**src/rtl/sec_wb_dnsz.sv**
```systemverilog
// Wishbone pipelined bus-width downsizer: one wide request becomes one narrow beat
// per active 32-bit lane, and the narrow read data is merged into one wide response.
module sec_wb_dnsz #(
    parameter int unsigned WIDE_AW   = 26,
    parameter int unsigned WIDE_DW   = 128,
    parameter int unsigned NARROW_DW = 32,
    localparam int unsigned LGR      = $clog2(WIDE_DW / NARROW_DW)
) (
    input  logic                     clk_i,
    input  logic                     rstn_i,
    input  logic                     s_cyc_i,
    input  logic                     s_stb_i,
    input  logic                     s_we_i,
    input  logic [WIDE_AW-1:0]       s_addr_i,
    input  logic [WIDE_DW-1:0]       s_wdata_i,
    input  logic [WIDE_DW/8-1:0]     s_sel_i,
    output logic                     s_stall_o,
    output logic                     s_ack_o,
    output logic                     s_err_o,
    output logic [WIDE_DW-1:0]       s_rdata_o,
    output logic                     m_cyc_o,
    output logic                     m_stb_o,
    output logic                     m_we_o,
    output logic [WIDE_AW+LGR-1:0]   m_addr_o,
    output logic [NARROW_DW-1:0]     m_wdata_o,
    output logic [NARROW_DW/8-1:0]   m_sel_o,
    input  logic                     m_stall_i,
    input  logic                     m_ack_i,
    input  logic                     m_err_i,
    input  logic [NARROW_DW-1:0]     m_rdata_i
);

    localparam int unsigned RATIO = WIDE_DW / NARROW_DW;
    localparam int unsigned NSW   = NARROW_DW / 8;
    localparam int unsigned WSW   = WIDE_DW / 8;
    localparam int unsigned NAW   = WIDE_AW + LGR;

    typedef enum logic [1:0] {
        IDLE  = 2'd0,
        ISSUE = 2'd1,
        WAIT  = 2'd2,
        RESP  = 2'd3
    } state_e;

    // Lowest set lane of a lane mask (lane 0 when the mask is empty).
    function automatic logic [LGR-1:0] low_lane(input logic [RATIO-1:0] m);
        low_lane = '0;
        for (int i = int'(RATIO) - 1; i >= 0; i--) begin
            if (m[i]) low_lane = LGR'(i);
        end
    endfunction

    function automatic logic [RATIO-1:0] onehot(input logic [LGR-1:0] l);
        onehot = RATIO'(1) << l;
    endfunction

    state_e               state_q, state_d;
    logic [WIDE_AW-1:0]   addr_q, addr_d;
    logic [WIDE_DW-1:0]   wdata_q, wdata_d;
    logic [WSW-1:0]       sel_q, sel_d;
    logic                 we_q, we_d;
    logic [RATIO-1:0]     issue_q, issue_d;
    logic [RATIO-1:0]     ret_q, ret_d;
    logic [WIDE_DW-1:0]   rbuf_q, rbuf_d;

    logic                 s_stall_q, s_stall_d;
    logic                 s_ack_q, s_ack_d;
    logic                 s_err_q, s_err_d;
    logic [WIDE_DW-1:0]   s_rdata_q, s_rdata_d;
    logic                 m_cyc_q, m_cyc_d;
    logic                 m_stb_q, m_stb_d;
    logic                 m_we_q, m_we_d;
    logic [NAW-1:0]       m_addr_q, m_addr_d;
    logic [NARROW_DW-1:0] m_wdata_q, m_wdata_d;
    logic [NSW-1:0]       m_sel_q, m_sel_d;

    logic [RATIO-1:0]     lanes_in;
    logic                 stb_acc;
    logic                 ack_v;
    logic                 err_v;
    logic [LGR-1:0]       ret_lane;
    logic [RATIO-1:0]     issue_nxt;
    logic [RATIO-1:0]     ret_nxt;
    logic [WIDE_DW-1:0]   rbuf_nxt;

    logic [RATIO-1:0]     nb_mask;
    logic [WIDE_AW-1:0]   nb_base;
    logic [WIDE_DW-1:0]   nb_wide;
    logic [WSW-1:0]       nb_wsel;
    logic [LGR-1:0]       nb_lane;
    logic [NAW-1:0]       nb_addr;
    logic [NARROW_DW-1:0] nb_wdata;
    logic [NSW-1:0]       nb_sel;

    // A lane is active when any of its byte selects is set.
    always_comb begin
        lanes_in = '0;
        for (int i = 0; i < int'(RATIO); i++) begin
            lanes_in[i] = |s_sel_i[i*NSW +: NSW];
        end
    end

    // Beat retirement and read-data capture; acks are only honoured inside a narrow cycle.
    always_comb begin
        stb_acc   = m_stb_q && !m_stall_i;
        err_v     = m_cyc_q && m_err_i;
        ack_v     = m_cyc_q && m_ack_i && !m_err_i;
        ret_lane  = low_lane(ret_q);
        issue_nxt = issue_q;
        ret_nxt   = ret_q;
        rbuf_nxt  = rbuf_q;
        if (stb_acc) begin
            issue_nxt = issue_q & ~onehot(low_lane(issue_q));
        end
        if (ack_v) begin
            ret_nxt = ret_q & ~onehot(ret_lane);
            for (int i = 0; i < int'(RATIO); i++) begin
                if (ret_lane == LGR'(i)) rbuf_nxt[i*NARROW_DW +: NARROW_DW] = m_rdata_i;
            end
        end
    end

    // Next narrow beat: from the incoming request when idle, else from the remaining issue mask.
    always_comb begin
        if (state_q == IDLE) begin
            nb_mask = lanes_in;
            nb_base = s_addr_i;
            nb_wide = s_wdata_i;
            nb_wsel = s_sel_i;
        end else begin
            nb_mask = issue_nxt;
            nb_base = addr_q;
            nb_wide = wdata_q;
            nb_wsel = sel_q;
        end
        nb_lane  = low_lane(nb_mask);
        nb_addr  = {nb_base, nb_lane};
        nb_wdata = '0;
        nb_sel   = '0;
        for (int i = 0; i < int'(RATIO); i++) begin
            if (nb_lane == LGR'(i)) begin
                nb_wdata = nb_wide[i*NARROW_DW +: NARROW_DW];
                nb_sel   = nb_wsel[i*NSW +: NSW];
            end
        end
    end

    always_comb begin
        state_d   = state_q;
        addr_d    = addr_q;
        wdata_d   = wdata_q;
        sel_d     = sel_q;
        we_d      = we_q;
        issue_d   = issue_q;
        ret_d     = ret_q;
        rbuf_d    = rbuf_q;
        s_ack_d   = 1'b0;
        s_err_d   = 1'b0;
        s_rdata_d = s_rdata_q;
        m_cyc_d   = m_cyc_q;
        m_stb_d   = m_stb_q;
        m_we_d    = m_we_q;
        m_addr_d  = m_addr_q;
        m_wdata_d = m_wdata_q;
        m_sel_d   = m_sel_q;

        case (state_q)
            IDLE: begin
                if (s_cyc_i && s_stb_i) begin
                    addr_d  = s_addr_i;
                    wdata_d = s_wdata_i;
                    sel_d   = s_sel_i;
                    we_d    = s_we_i;
                    issue_d = lanes_in;
                    ret_d   = lanes_in;
                    rbuf_d  = '0;
                    if (lanes_in == '0) begin
                        state_d   = RESP;
                        s_ack_d   = 1'b1;
                        s_rdata_d = '0;
                    end else begin
                        state_d   = ISSUE;
                        m_cyc_d   = 1'b1;
                        m_stb_d   = 1'b1;
                        m_we_d    = s_we_i;
                        m_addr_d  = nb_addr;
                        m_wdata_d = nb_wdata;
                        m_sel_d   = nb_sel;
                    end
                end
            end
            ISSUE, WAIT: begin
                if (!s_cyc_i) begin
                    // Initiator abandoned the cycle: quiesce without a response.
                    state_d = IDLE;
                    m_cyc_d = 1'b0;
                    m_stb_d = 1'b0;
                end else if (err_v) begin
                    state_d   = RESP;
                    s_err_d   = 1'b1;
                    s_rdata_d = rbuf_q;
                    m_cyc_d   = 1'b0;
                    m_stb_d   = 1'b0;
                end else begin
                    issue_d = issue_nxt;
                    ret_d   = ret_nxt;
                    rbuf_d  = rbuf_nxt;
                    if (issue_nxt != '0) begin
                        if (stb_acc) begin
                            m_addr_d  = nb_addr;
                            m_wdata_d = nb_wdata;
                            m_sel_d   = nb_sel;
                        end
                    end else begin
                        m_stb_d = 1'b0;
                        if (ret_nxt == '0) begin
                            state_d   = RESP;
                            s_ack_d   = 1'b1;
                            s_rdata_d = rbuf_nxt;
                            m_cyc_d   = 1'b0;
                        end else begin
                            state_d = WAIT;
                        end
                    end
                end
            end
            RESP: begin
                state_d = IDLE;
            end
            default: begin
                state_d = IDLE;
            end
        endcase

        s_stall_d = (state_d != IDLE);
    end

    always_ff @(posedge clk_i or negedge rstn_i) begin
        if (!rstn_i) begin
            state_q   <= IDLE;
            addr_q    <= '0;
            wdata_q   <= '0;
            sel_q     <= '0;
            we_q      <= 1'b0;
            issue_q   <= '0;
            ret_q     <= '0;
            rbuf_q    <= '0;
            s_stall_q <= 1'b0;
            s_ack_q   <= 1'b0;
            s_err_q   <= 1'b0;
            s_rdata_q <= '0;
            m_cyc_q   <= 1'b0;
            m_stb_q   <= 1'b0;
            m_we_q    <= 1'b0;
            m_addr_q  <= '0;
            m_wdata_q <= '0;
            m_sel_q   <= '0;
        end else begin
            state_q   <= state_d;
            addr_q    <= addr_d;
            wdata_q   <= wdata_d;
            sel_q     <= sel_d;
            we_q      <= we_d;
            issue_q   <= issue_d;
            ret_q     <= ret_d;
            rbuf_q    <= rbuf_d;
            s_stall_q <= s_stall_d;
            s_ack_q   <= s_ack_d;
            s_err_q   <= s_err_d;
            s_rdata_q <= s_rdata_d;
            m_cyc_q   <= m_cyc_d;
            m_stb_q   <= m_stb_d;
            m_we_q    <= m_we_d;
            m_addr_q  <= m_addr_d;
            m_wdata_q <= m_wdata_d;
            m_sel_q   <= m_sel_d;
        end
    end

    assign s_stall_o = s_stall_q;
    assign s_ack_o   = s_ack_q;
    assign s_err_o   = s_err_q;
    assign s_rdata_o = s_rdata_q;
    assign m_cyc_o   = m_cyc_q;
    assign m_stb_o   = m_stb_q;
    assign m_we_o    = m_we_q;
    assign m_addr_o  = m_addr_q;
    assign m_wdata_o = m_wdata_q;
    assign m_sel_o   = m_sel_q;

endmodule

```
**config.mk**
```make
export PLATFORM = sky130hd
export DESIGN_NAME = sec_wb_dnsz
export DESIGN_NICKNAME = d
export VERILOG_FILES = /design/src/rtl/sec_wb_dnsz.sv
export SDC_FILE = /design/constraint.sdc
export NUM_CORES = 1
export LEC_CHECK = 0
export ABC_AREA = 1
export CAP_MARGIN = 15
export CORE_MARGIN = 10
export CORE_UTILIZATION = 47
export DETAILED_ROUTE_END_ITERATION = 10
export GPL_ROUTABILITY_DRIVEN = 0
export PLACE_DENSITY = 0.72
export RECOVER_POWER = 100
export SLEW_MARGIN = 20
export SYNTH_ARGS = -nofsm -noshare
export SYNTH_HDL_FRONTEND = slang
export SYNTH_SLANG_ARGS = --single-unit
export TNS_END_PERCENT = 100
```
**constraint.sdc**
```tcl
create_clock -name clk_i -period 2.53 [get_ports clk_i]
set_clock_uncertainty 0.15 [all_clocks]
set_input_delay 0.253 -clock clk_i [delete_from_list [all_inputs] [get_ports clk_i]]
set_output_delay 0.253 -clock clk_i [all_outputs]
set_load 0.01 [all_outputs]
```
Word-level counts from Yosys, hierarchy flattened
Index checks and enable logic that the tools add are counted.
Widths: inputs -> output; s select.
Cells by class
  bitwise logic cells: 5
  eq/ne operators: 20
  reduce and logical (&&, ||, !) cells: 27
  shift-type cells: 2
  multiplexer cells: 99
Operator list (count)
  $mux 128: 11
  $pmux 128 s2: 2
  $mux 32: 14
  $mux 28: 6
  $mux 4: 18
  $pmux 32 s2: 1
  $pmux 28 s2: 1
  $mux 2: 18
  $mux 26: 1
  $pmux 4 s2: 3
  $mux 1: 19
  $mux 16: 1
  $reduce_or 4->1: 4
  $eq 2x2->1 const B: 6
  $ne 2x2->1 const B: 5
  $and 4x4->4: 2
  $logic_not 4->1: 2
  $ne 4x4->1 const B: 2
  $not 4->4: 2
  $reduce_and 4->1: 2
  $shl 1x2->4 const A: 2
  $reduce_and 7->1: 1
  $eq 2x1->1 const B: 3
  $logic_not 2->1: 3
  14 further kinds: 24
Storage, ports and cells
  flip-flop bits (word level): 506

Longest topological paths before layout
Gate-level depths: netlist of the first run.
  depth in word-level cells: 24
  mapped depth: 15

Worst setup path before layout of the first run
OpenSTA, ideal clock, no wires.
  kind: register -> register
  start: reg state_q[0]
  end: reg m_addr_q[10], in the netlist m_addr_o[10]
  library setup time: 0.130 ns
  path slack: 0.333 ns
  arrival: 1.916 ns
  buffers on the path: 3
  stages on the path, launching flop included: 14
  path through: dfrtp_1 inv_1 ha_1 buf_2 inv_1 o21ai_4 inv_2 nand2_1 nor2_4 inv_2 buf_4 buf_6 nand2_1 o21ai_1
On the way
  cells in the longest elaborated chain, start to end: 7
RTL lines
  from (decl): RTL line 57  | state_e state_q, state_d;
  from (signal assigned): RTL line 259  | state_q <= state_d;
  $logic_not 2->1: RTL line 125, 167
  $mux 26: RTL line 125  | if (state_q == IDLE) begin
  $mux 28: RTL line 209  | if (stb_acc) begin
  $mux 28: RTL line 208  | if (issue_nxt != '0) begin
  $mux 28: RTL line 198  | end else if (err_v) begin
  $mux 28: RTL line 193  | if (!s_cyc_i) begin
  $pmux 28 s2: RTL line 167  | case (state_q)
  to (signal assigned): RTL line 274  | m_addr_q <= m_addr_d;
  to (decl): RTL line 73  | logic [NAW-1:0] m_addr_q, m_addr_d;
Parallel ways exist; a longest one is shown, timed or not. The select of a mux whose other input is x is not followed.
A chain may end at the register's enable or synchronous reset.

Final worst setup path of the first run
  start: reg state_q[0]
  end: reg s_rdata_q[90], in the netlist s_rdata_o[90]
On the way
  cells in the longest elaborated chain, start to end: 4
RTL lines
  $eq 2x1->1 / $eq 2x2->1 (equally long branches): RTL line 167
  $reduce_or 2->1: RTL line 167
  $ne 3x3->1 (no line) (tied with other cells)
  $reduce_and 6->1 (no line)
  to (signal assigned): RTL line 270  | s_rdata_q <= s_rdata_d;
  to (decl): RTL line 69  | logic [WIDE_DW-1:0] s_rdata_q, s_rdata_d;
Parallel ways exist; a longest one is shown, timed or not.

==> flow_summary.ini, run 1 <==
[hold_path]
hold_class = primary input to flip-flop

[setup_path]
path_max_fanout = 70
cp_top_family = buffers and inverters
critPathKind = flip-flop to flip-flop
critPathArrivalTime_ps = 2790
slowest_stage = dfrtp_1
required_ps = 2900
crit_chain = inv_1 > ha_4 > inv_6 > nor2_2 > nor2_4 > a21boi_1 > buf_4 > nand3_4 > buf_16 > nand2_1 > o21ai_1
crit_buf_inv = 4
critPathMaxStageDelay_ps = 420
cp-end-kind = flip-flop
critPathLaunchType = flip-flop

[synth]
synth_edf_count = 0
synth_top_family_by_area = simple AND/OR/NAND/NOR gates
ys_seq_elements = 506
synth_cells = 2989
synth_adder_area_share_pct = 0.1030
syn-num-nets = 3201
synthArstFlopShare_pct = 100.0
synth_compound_area_share_pct = 17.66
syn_area_per_cell_um2 = 8.129
synthSimpleGateAreaFrac_pct = 20.12
synth_flop_cell = dfrtp_1
synth_cell_types = 42
yosys_warnings = 0
muxShareOfSynthArea_pct = 0
synth-xor-area-share_pct = 0
synth_area_um2 = 24300
ys_seq_area_share_pct = 52.11

[pwr]
swShare_pct = 40.13
p_switching_mw = 15.33
power_frac_comb_pct = 44.7
p_per_area_nw_per_um2 = 1231
leakage_nw = 14.93
pwr-share-clk_pct = 21.6
p_seq_share_pct = 33.7
p_int_mw = 22.87
power_mw = 38.20
ir_worst_vdd_uv = 1082

[route]
drt_first_pass_iters = 6
routed_wl_mm = 73.45
first_iter_violations = 2035
dr_total_vias = 21660
wire_per_inst_um = 18.17
final_antenna_net_count = 0
drc_errors = 0
vias_per_cell = 5.358

[clocking]
cts_buffers = 54
root_buffer = clkbuf_16
htreeDepth = 2
clock_path_buffers = 3
cts_tree = built
clk_pin_slew_ps = 60
postCtsSetupRepairBufs = 0
clk_latency_ps = 610
cts.sinks = 506

[floorplan]
die_x_um = 247.4
io_pins = 408
die_y_um = 247.4
dieArea_um2 = 61190
fp.coreArea_um2 = 51300
initial_core_util_pct = 47.36
rows = 83

[outcome]
failed_checks = max-capacitance violations, max-slew violations
status = finished with violations

[timing]
relSlewSlack_pct = -26.91
hold_viol = 0
fmax_mhz = 413.2
fin_tns_setup_ps = 0
worst_slew_pin_slew_ps = 1904
period_needed_ps = 2420
postLayoutSetupSlackWorst_ps = 110.0
whs_ps = 82.59
final.period_utilization_pct = 95.65
setup_viol = 0
slew_violations = 68
rsz0062_at_grt = yes

[global_routing]
gr-usage-met1_pct = 30.07
grt_use_met2_pct = 38.32
grt_pass1_vias = 21590
grt_max_degree = 183
antenna_found_initial = 4
grtUsageMet3_pct = 5.010
grt_pass1_wl_mm = 116.5
grt_overflow = 0
grt_use_total_pct = 23.42
global_route.peak_usage_layer = met2

[placement]
dp_hpwl_mm = 50.27
port_buffers = 407
post-place-ws_ps = -68.30
placed_area_um2 = 29170

[run]
maxCapViolations = 1

[final_layout]
area_growth_pct = 27.73
final_nets = 3533
design_area_um2 = 31030
drive_above_1_share_pct = 9.881
## final cells by class
cell class | count | area [um^2]
Clock buffer | 73 | 1513
Timing Repair Buffer | 485 | 5064
Sequential cell | 506 | 12660
Inverter | 358 | 1356
Tap cell | 680 | 850.8
Fill cell | 4396 | 20270
Antenna cell | 3 | 7.507
Clock inverter | 22 | 331.6
Multi-Input combinational cell | 1916 | 9249
## path summary, 6_finish.rpt
path                               start  depth (start not counted)            end  slack, ps
min in group asynchronous         rstn_i                          2   m_addr_o[15]        560
max                           state_q[0]                         11  s_rdata_o[90]        110
min reg2reg                    sel_q[15]                          2      sel_q[15]        330
max in group asynchronous         rstn_i                          3    wdata_q[88]        300
min                        s_wdata_i[69]                          3    wdata_q[69]         80
max reg2reg                   state_q[0]                         11  s_rdata_o[90]        110
## power groups by stage
stage                     clock (mW)  sequential [mW]  combinational [mW]
final                           8.25             12.9                17.1
after global routing            8.75             13.2                19.0
after CTS                       8.39             12.9                17.5
after detailed placement           0             13.0                17.4
after global placement             0             12.9                16.9
after floorplan                    0             13.2                10.1
## registers in the layout (all words and copies together), names as in the netlist, 2 cells and up
| register | cells |
|---|---|
| rbuf_q | 128 |
| s_rdata_o | 128 |
| wdata_q | 128 |
| m_wdata_o | 32 |
| m_addr_o | 28 |
| addr_q | 26 |
| sel_q | 16 |
| issue_q | 4 |
| m_sel_o | 4 |
| ret_q | 4 |
| state_q | 2 |
## through the flow
step / instances / util [%]
2_1_floorplan: 2989 / -
3_3_place_gp: 3942 / 56.86
3_5_place_dp: 3942 / 56.86
4_1_cts: 4038 / 60.49
5_1_grt: 4043 / 60.49
6_report: 4043 / 60.49
## cell families (layout without fill, tap and decap cells)
| logic type | Yosys count | count (layout) |
|---|---|---|
| buf+inv | 567 | 938 |
| fa+ha+maj | 2 | 2 |
| other cells | 0 | 3 |
| compound gates | 815 | 815 |
| simple gates | 1099 | 1099 |
| flops | 506 | 506 |
## cells in the mapped netlist, types with 7 or more instances
cell type  number  area, um^2
nand2_2         8       50.05
o21ai_0       511        2557
nor2_1         85       319.1
buf_2          57       285.3
a21oi_1         7       35.03
or2_1          32       200.2
buf_1           9       33.78
buf_6          22       247.7
or2_2         126       788.3
o21ai_1       156       780.8
nand3_1        80       400.4
nand2_1       702        2635
nand4_1        40       250.2
o22ai_1       128       800.8
clkbuf_1      102       382.9
dfrtp_1       506       12660
inv_1         350        1314
buf_4          17       127.6
## timing repair
action	in CTS	in global routing
hold buffers	1	0
gates resized for setup	1	6
gates cloned	0	2
endpoints found under the hold margin	128	0
pin swaps	0	1
endpoints found under the setup margin	1	184
## layout by cell type (no fill, tap or decap), drive strengths merged, types with 2 or more instances in the layout
cell,count
nor3,3
o221ai,2
clkdlybuf4s50,208
o22ai,128
nand4,42
ha,2
a21oi,8
buf,66
nor2,93
dfrtp,506
dlygate4sd3,199
nand2,711
o21bai,2
clkinv,12
inv,359
clkbuf,85
bufinv,8
nand3,86
or2,163
diode,3
o21ai,670
o211ai,2
## layer usage
layer	up-vias	part of all wire, %
li1	10360	-
met1	10320	41
met2	828	48
met3	154	7.5
met4	2	3.5
met5	-	0.018
## worst min-delay path, delay by kind of cell
kind                   cells  cell delay [ps]
AO/OA/AOI/OAI              1               70
buffers and inverters      2              450
Note: power is estimated with default switching activity, not from simulation.
==> run 2, diff against run 1 <==
==> constraint.sdc (replaced) <==
create_clock -name clk_i -period 2.53 [get_ports clk_i]
set_clock_uncertainty 0.15 [all_clocks]
set_input_delay 0.253 -clock clk_i [delete_from_list [all_inputs] [get_ports clk_i]]
set_output_delay 0.253 -clock clk_i [all_outputs]
set_load 0.1 [all_outputs]
==> run 2 against run 1 <==
  * The run still ends with max-capacitance violations, max-slew violations left
  * Highest routed layer is now met4
  * Combinational power rose by 54%
  * Die area did not move
  * Critical path type unchanged
  * Via count about the same
==> flow_summary.ini, run 2 (synthesis gave the netlist of run 1 again) <==
[outcome]
status = finished with violations
failed_checks = max-capacitance violations, max-slew violations

[timing]
hold_viol = 0
fin_tns_setup_ps = 0
relSlewSlack_pct = -27.70
setup_viol = 0
rsz0062_at_grt = no
postLayoutSetupSlackWorst_ps = 121.0
worst_slew_pin_slew_ps = 1915
period_needed_ps = 2409
fmax_mhz = 415.1
slew_violations = 52
final.period_utilization_pct = 95.22

[route]
wire_per_inst_um = 17.77
dr_total_vias = 21670
drt_first_pass_iters = 5
drc_errors = 0
first_iter_violations = 2011
final_antenna_net_count = 0
routed_wl_mm = 72.45
vias_per_cell = 5.316

[final_layout]
drive_above_1_share_pct = 16.37
mostFrequentLayoutCell = nand2_1
area_growth_pct = 26.10
mostFrequentLayoutCells = nand2_1 (701), o21ai_0 (641), dfrtp_1 (504)
fillCellCount = 4473
final_nets = 3561
fin_util_pct = 59.72

[floorplan]
die_y_um = 247.4
die_x_um = 247.4
initial_core_util_pct = 47.36
io_pins = 408
fp.coreArea_um2 = 51300
rows = 83
dieArea_um2 = 61190

[setup_path]
crit_chain = inv_1 > ha_4 > buf_4 > o21ai_1 > nor2_4 > nand2_2 > buf_12 > buf_4 > nand4_1 > nand3_1 > nor2_1 > nor2_1
slowest_stage = dfrtp_1
critPathKind = flip-flop to flip-flop
cp_top_family = buffers and inverters
critPathArrivalTime_ps = 2790
path_max_fanout = 34
cp-end-kind = flip-flop
critPathLaunchType = flip-flop
critPathMaxStageDelay_ps = 390
crit_buf_inv = 4
required_ps = 2910

[pwr]
power_mw = 47.20
p_per_area_nw_per_um2 = 1541
ir_worst_vdd_uv = 1205
leakage_nw = 14.91

[placement]
post-place-ws_ps = -159.0
dp_hpwl_mm = 49.91
port_buffers = 407

[clocking]
clk_pin_slew_ps = 60
cts.sinks = 506
htreeDepth = 2
clk_latency_ps = 620
root_buffer = clkbuf_16
cts_buffers = 55
clock_path_buffers = 3
cts_tree = built

[hold_path]
hold_class = primary input to flip-flop

[run]
maxCapViolations = 1

[global_routing]
grt_overflow = 0
grt_pass1_wl_mm = 114.8
antenna_found_initial = 5
grt_pass1_vias = 21410
grt_use_total_pct = 23.09
grt_max_degree = 183
==> run 2: cell types whose count changed in the layout (fill, tap and decap cells not counted), moves of 8 or more <==
cell / previous run / this run
clkbuf_8: 9 / 21
dlygate4sd3_1: 199 / 1
buf_4: 29 / 228
o21ai_0: 511 / 641
bufinv_16: 8 / 0
clkbuf_2: 7 / 28
o21ai_1: 156 / 26
==> run 2: worst min-delay path, cell delays in order <==
cell	delay (ps)
clkdlybuf4s50_1	400
inv_1	60
a31oi_1	70
==> run 2: timing repair <==
action | CTS | global route
resized for setup | 0 | 1
setup endpoints to repair | 0 | 39
hold buffers | 1 | 0
setup buffers | 0 | 6
endpoints found under the hold margin | 366 | 0
==> run 2: through the flow <==
step / cell area, um^2 / hold slack [ps] / instances
global placement: 28920 / 113.2 / 3963
detailed placement: 28920 / 113.3 / 3963
floorplan: 24300 / -192.6 / 2989
CTS: 30740 / 42.53 / 4063
finish: 30640 / 73.54 / 4076
global route: 30640 / 47.45 / 4076
==> run 2: where the power goes <==
group / total [mW] / internal (mW) / switching, mW
logic: 26.3 / 6.58 / 19.7
registers: 13.0 / 11.2 / 1.77
clock network: 7.92 / 4.62 / 3.31
total: 47.2 / 22.4 / 24.8
==> run 2: layout make-up <==
class / instances / area (um^2) / share of cell area [%]
diodes: 5 / 12.51 / 0.04084
multi-input cells: 1916 / 9234 / 30.14
repair buffers: 512 / 4712 / 15.38
well taps: 680 / 850.8 / 2.777
inverters: 358 / 1356 / 4.427
clock inverters: 11 / 97.59 / 0.3185
clock buffers: 88 / 1710 / 5.583
flip-flops and latches: 506 / 12660 / 41.34
==> run 2: final timing paths <==
path | depth (start not counted) | to | slack, ps | startpoint
worst max-delay path | 12 | m_wdata_o[13] | 120 | state_q[0]
worst min-delay path | 3 | m_we_o | 70 | s_we_i
worst max register to register | 12 | m_wdata_o[13] | 120 | state_q[0]
worst min register to register | 2 | wdata_q[107] | 330 | wdata_q[107]
max in group asynchronous | 3 | rbuf_q[76] | 290 | rstn_i
min in group asynchronous | 2 | addr_q[21] | 570 | rstn_i
==> run 2: metal layers <==
metal | vias up | wire length [um] | GRT usage [%]
met1 | 10350 | 29600 | 29.52
li1 | 10400 | - | -
met5 | - | 0 | 0
met3 | 149 | 5153 | 4.762
met2 | 774 | 35090 | 37.69
met4 | 0 | 2599 | 9.647
